## src/rtl/uart_transmitter.sv

```systemverilog
// uart_transmitter: FIFO-fed 8N1/8N2 serialiser.
// Bit timing comes from brclk rising edges sampled on sysclk.
module uart_transmitter #(
  parameter int DEPTH      = 4,
  parameter int OVERSAMPLE = 16,
  parameter int STOP_BITS  = 1
) (
  input  logic       sysclk,
  input  logic       reset,
  input  logic       brclk,
  input  logic [7:0] TX_DATA,
  input  logic       TX_EN,
  output logic       TX_STATUS,
  output logic       TX_BUSY,
  output logic       TX_OVERRUN,
  output logic       UART_TX
);

  localparam int AW = (DEPTH > 1) ? $clog2(DEPTH) : 1;
  localparam int CW = $clog2(STOP_BITS * OVERSAMPLE + 1);

  localparam logic [AW:0]   FULL      = (AW + 1)'(DEPTH);
  localparam logic [CW-1:0] BIT_LAST  = CW'(OVERSAMPLE - 1);
  localparam logic [CW-1:0] STOP_LAST = CW'(STOP_BITS * OVERSAMPLE - 1);

  typedef enum logic [1:0] {
    IDLE,
    START,
    DATA,
    STOP
  } state_e;

  state_e        state_q, state_d;
  logic [CW-1:0] cnt_q, cnt_d;
  logic [2:0]    bit_q, bit_d;
  logic [7:0]    shift_q, shift_d;
  logic          tx_q, tx_d;
  logic          brclk_q;
  logic [AW:0]   count_q, count_d;
  logic [AW-1:0] wr_ptr_q, wr_ptr_d;
  logic [AW-1:0] rd_ptr_q, rd_ptr_d;
  logic          ovr_q, ovr_d;
  logic          busy_q, busy_d;
  logic [7:0]    mem_q [DEPTH];

  logic tick;
  logic full;
  logic push;
  logic pop;

  assign tick = brclk & ~brclk_q;
  assign full = (count_q == FULL);
  assign push = TX_EN & ~full;

  assign TX_STATUS  = ~full;
  assign TX_BUSY    = busy_q;
  assign TX_OVERRUN = ovr_q;
  assign UART_TX    = tx_q;

  // Frame sequencer: advances only on brclk ticks, pops the FIFO head.
  always_comb begin
    state_d = state_q;
    cnt_d   = cnt_q;
    bit_d   = bit_q;
    shift_d = shift_q;
    tx_d    = tx_q;
    pop     = 1'b0;
    if (tick) begin
      unique case (state_q)
        IDLE: begin
          tx_d = 1'b1;
          if (count_q != '0) begin
            pop     = 1'b1;
            shift_d = mem_q[rd_ptr_q];
            tx_d    = 1'b0;
            cnt_d   = '0;
            state_d = START;
          end
        end
        START: begin
          if (cnt_q == BIT_LAST) begin
            cnt_d   = '0;
            bit_d   = '0;
            tx_d    = shift_q[0];
            state_d = DATA;
          end else begin
            cnt_d = cnt_q + CW'(1);
          end
        end
        DATA: begin
          if (cnt_q == BIT_LAST) begin
            cnt_d = '0;
            if (bit_q == 3'd7) begin
              tx_d    = 1'b1;
              state_d = STOP;
            end else begin
              bit_d   = bit_q + 3'd1;
              shift_d = {1'b0, shift_q[7:1]};
              tx_d    = shift_q[1];
            end
          end else begin
            cnt_d = cnt_q + CW'(1);
          end
        end
        STOP: begin
          if (cnt_q == STOP_LAST) begin
            cnt_d = '0;
            if (count_q != '0) begin
              pop     = 1'b1;
              shift_d = mem_q[rd_ptr_q];
              tx_d    = 1'b0;
              state_d = START;
            end else begin
              state_d = IDLE;
            end
          end else begin
            cnt_d = cnt_q + CW'(1);
          end
        end
        default: state_d = IDLE;
      endcase
    end
  end

  // FIFO bookkeeping, sticky overrun and busy flag.
  always_comb begin
    wr_ptr_d = wr_ptr_q + AW'(push);
    rd_ptr_d = rd_ptr_q + AW'(pop);
    count_d  = count_q + (AW + 1)'(push) - (AW + 1)'(pop);
    ovr_d    = ovr_q | (TX_EN & full);
    busy_d   = (state_d != IDLE) | (count_d != '0);
  end

  // FIFO storage; contents are don't-care until counted valid.
  always_ff @(posedge sysclk) begin
    if (push) mem_q[wr_ptr_q] <= TX_DATA;
  end

  // State registers; reset forces the line idle and empties the FIFO.
  always_ff @(posedge sysclk or posedge reset) begin
    if (reset) begin
      state_q  <= IDLE;
      cnt_q    <= '0;
      bit_q    <= '0;
      shift_q  <= '0;
      tx_q     <= 1'b1;
      brclk_q  <= 1'b0;
      count_q  <= '0;
      wr_ptr_q <= '0;
      rd_ptr_q <= '0;
      ovr_q    <= 1'b0;
      busy_q   <= 1'b0;
    end else begin
      state_q  <= state_d;
      cnt_q    <= cnt_d;
      bit_q    <= bit_d;
      shift_q  <= shift_d;
      tx_q     <= tx_d;
      brclk_q  <= brclk;
      count_q  <= count_d;
      wr_ptr_q <= wr_ptr_d;
      rd_ptr_q <= rd_ptr_d;
      ovr_q    <= ovr_d;
      busy_q   <= busy_d;
    end
  end

endmodule

```

## config.mk

```make
export PLATFORM = sky130hd
export DESIGN_NAME = uart_transmitter
export DESIGN_NICKNAME = d
export VERILOG_FILES = /design/src/rtl/uart_transmitter.sv
export SDC_FILE = /design/constraint.sdc
export NUM_CORES = 1
export LEC_CHECK = 0
export CAP_MARGIN = 20
export CORE_UTILIZATION = 45
export CTS_BUF_LIST = sky130_fd_sc_hd__clkbuf_8
export CTS_CLUSTER_DIAMETER = 200
export DETAILED_ROUTE_END_ITERATION = 7
export GPL_ROUTABILITY_DRIVEN = 1
export PLACE_DENSITY = 0.75
export SLEW_MARGIN = 20
export SYNTH_ARGS = -nofsm -noshare
export SYNTH_HDL_FRONTEND = slang
export SYNTH_SLANG_ARGS = --single-unit
```

## constraint.sdc

```tcl
create_clock -name sysclk -period 3.14 [get_ports sysclk]
set_clock_uncertainty 0.2 [all_clocks]
set_input_delay 0.471 -clock sysclk [delete_from_list [all_inputs] [get_ports sysclk]]
set_output_delay 0.471 -clock sysclk [all_outputs]
set_load 0.01 [all_outputs]
```

==> impl_metrics.env <==
export IMPL_crit_fanout=4
export IMPL_slowest_stage="dfrtp_1"
export IMPL_drt_iter0_markers=60
export IMPL_grt_max_degree=30
export IMPL_nets=247
export IMPL_yosys_area_top_type="edfxtp_1"
export IMPL_num_antenna_cells=0
export IMPL_dpl_cell_count=288
export IMPL_io_buffers=15
export IMPL_clk_pin_slew_worst_paths_ns=0.07
export IMPL_synth_top_cell_area_share_pct=34.1
export IMPL_n_fill_cell=471
export IMPL_core_area_um2=5990
export IMPL_syn_nets=210
export IMPL_power_internal_w=0.00211
export IMPL_yosysWarnings=0
export IMPL_yosys_top_cells_area="edfxtp_1 34%, dfrtp_1 25%, mux2_2 6.8%"
export IMPL_synth_cell_types=45
export IMPL_cts_max_level=3
export IMPL_placed_cell_area_um2=3150
export IMPL_r2r_cells=11
export IMPL_yosysMostFrequentCell="edfxtp_1"
export IMPL_start_util_pct=47.0
export IMPL_final_cells=304
export IMPL_synth_seq_cells=61
export IMPL_finalCritPeriodShare_pct=96.3
export IMPL_grt_pass1_vias=1597
export IMPL_gp_congestion=0.826
export IMPL_cp_common_cell="xnor2_1"
export IMPL_synth_edf_count=32
export IMPL_area_growth_pct=20.7
export IMPL_ys_async_sr_fraction_pct=47.5
export IMPL_drtPass1Iterations=4
export IMPL_cts_tree="built"
export IMPL_cts_setup_buffers=0
export IMPL_r2r_slack_ns=0.12
export IMPL_fp_dieW_um=81.1
export IMPL_root_buffer="clkbuf_8"
export IMPL_max_freq_ghz=0.331
export IMPL_clock_sink_count=61
export IMPL_avgSynthCellArea_um2=15.1
export IMPL_max_cap_viol_count=0
export IMPL_hold_viol=0
export IMPL_grt_first_pass_wirelength_um=7620
export IMPL_seqCellArea_um2=1690
export IMPL_rows=28
export IMPL_min_from="TX_OVERRUN"
export IMPL_dp_hpwl_um=3170
export IMPL_fin_total_pwr_w=0.00309
export IMPL_multi_input_area_um2=1090
export IMPL_grt_overflow_total=0
export IMPL_die_height_um=81.1
export IMPL_hold_class="register to register"
export IMPL_critPathLaunchType="register"
export IMPL_viasPerCell=5.41
export IMPL_tightest_slew_ns=0.593
export IMPL_seqPwrFrac_pct=41.3
export IMPL_synth_area_um2=2820
export IMPL_die_area_um2=6580
export IMPL_cp_required_ns=3.16
export IMPL_end_kind="register"
export IMPL_final_max_slew_viol_count=0
export IMPL_cts_made_buffers=9
export IMPL_path_class="register to register"
export IMPL_cp_arrival_ns=3.04
export IMPL_synthFlopType="edfxtp_1"
export IMPL_clock_latency_ns=0.34
export IMPL_antenna_found_initial=0
export IMPL_finalSetupTns_ns=0
export IMPL_status="complete, no violations"
export IMPL_dp_slack_ns=-0.260
export IMPL_cpPeakStageDelay_ns=0.41
export IMPL_drive_gt1_share_pct=31.0
export IMPL_routed_wl_um=4780
export IMPL_ir_drop_uv=558
export IMPL_io_pins=16
export IMPL_setup_viol=0
export IMPL_wl_per_cell_um=15.7
export IMPL_via_count=1644
export IMPL_drc=0
export IMPL_ys_seq_area_share_pct=59.9
export IMPL_r2r_start="cnt_q[0]"
export IMPL_ys_top_cells_by_count="32 x edfxtp_1, 28 x dfrtp_1, 17 x mux2_2"
export IMPL_synth_cells=187
export IMPL_endpoint="TX_BUSY"
export IMPL_finalCriticalPeriod_ns=3.02
export IMPL_cts_buffer_depth=2
export IMPL_p_per_area_nw_per_um2=909
export IMPL_p_clk_share_pct=24.8
export IMPL_ant_nets=0
export IMPL_p_sw_share_pct=31.6
export IMPL_track_usage_pct=16.2
export IMPL_maxSlewHeadroom_pct=60.4
export IMPL_crit_path_cell_trace="ha_1 -> and4b_2 -> a21oi_4 -> nor2b_4 -> xnor2_1 -> ha_1 -> fa_1 -> xnor2_1 -> xnor2_1 -> or3_1 -> or3_1"
export IMPL_final_setup_worst_slack_ns=0.117
export IMPL_p_comb_share_pct=33.9
export IMPL_total_leakage_power_nw=1.31
export IMPL_final_cell_area_um2=3400
export IMPL_crit_start="cnt_q[0]"
export IMPL_p_switching_w=0.000977
export IMPL_reg2reg_to="TX_BUSY"
==> worst min-delay path by stage <==
| stage | cells past startpoint | to | slack, ns |
|---|---|---|---|
| after detailed placement | 1 | TX_OVERRUN | 0.26 |
| after CTS | 1 | TX_OVERRUN | 0.28 |
| after global placement | 1 | TX_OVERRUN | 0.25 |
| after floorplan | 1 | shift_q[2] | 0.27 |
| after global routing | 1 | TX_OVERRUN | 0.31 |
| final | 1 | TX_OVERRUN | 0.28 |
==> cell usage in the layout, fill, tap and decap left out, types with 3 or more instances in the layout <==
master           count
clkinvlp_4           3
a31oi_1              3
dfrtp_1             28
ha_1                10
nor2_1               4
buf_4               16
mux2_2              17
a211oi_1             3
a21oi_1              5
clkbuf_8             9
mux4_2               8
inv_1                9
o21ai_0              7
clkdlybuf4s50_1     15
nand2_1              8
mux2i_1              3
edfxtp_1            32
nor2b_1              4
xnor2_1              4
or3_1                3
==> state kept, by name, indices dropped and copies added, names as in the netlist, 2 cells and up <==
name and count:
state_q 2, rd_ptr_q 2, cnt_q 5, mem_q 32, wr_ptr_q 2, bit_q 3
shift_q 8, count_q 3
==> critical path: cells and delay by family, from the launching register on <==
kind / cells / cell delay [ns]
AOI/OAI and AO/OA: 1 / 0.19
xor gates and xnor gates: 3 / 0.40
adders and majority gates: 3 / 0.77
DFF: 1 / 0.41
and+or+nand+nor: 4 / 0.91
==> layer usage <==
layer	global-route usage [%]	share of wire (%)	up-vias
li1	-	-	782
met4	9.11	2.0	0
met5	0	0	-
met1	20.7	47	823
met3	3.71	3.5	11
met2	25.3	47	28
==> power groups by stage <==
stage	Sequential (W)	Clock, W	Combinational, W
6_report	0.00127	0.000768	0.00105
4_1_cts	0.00128	0.000780	0.00103
5_1_grt	0.00130	0.000808	0.00115
3_3_place_gp	0.00128	0	0.000993
3_5_place_dp	0.00129	0	0.00102
2_1_floorplan	0.00122	0	0.000774
==> timing repair <==
action / in CTS / in global routing
setup endpoints to repair: 1 / 1
endpoints found under the hold margin: 0 / 0
resized for setup: 1 / 6
hold buffers: 0 / 0
pin swaps: 0 / 1
==> through the flow <==
| step | hold slack (ns) | util [%] |
|---|---|---|
| CTS | 0.279 | 56.4 |
| finish | 0.278 | 56.8 |
| global placement | 0.254 | 52.6 |
| global route | 0.314 | 56.8 |
| floorplan | 0.274 | - |
| detailed placement | 0.261 | 52.6 |
==> area by class of cell <==
| cell class | count | area share [%] |
|---|---|---|
| Inverter | 10 | 1.10 |
| Multi-Input combinational cell | 111 | 32.0 |
| Clock buffer | 9 | 3.64 |
| Timing Repair Buffer | 31 | 7.95 |
| Sequential cell | 61 | 49.6 |
| Clock inverter | 7 | 2.94 |
| Tap cell | 75 | 2.76 |
==> logic make-up (layout without fill, tap and decap cells) <==
family / Yosys count / count (layout) / share of synthesized area, %
buffers and inverters: 15 / 57 / 2.35
AO/OA/AOI/OAI: 28 / 28 / 7.42
multiplexers: 28 / 28 / 14.3
adder cells (fa/ha/maj): 11 / 11 / 5.15
XOR/XNOR: 6 / 6 / 1.87
AND/OR/NAND/NOR: 38 / 38 / 9.02
flip-flops: 61 / 61 / 59.9
Note: power is estimated with default switching activity, not from simulation.
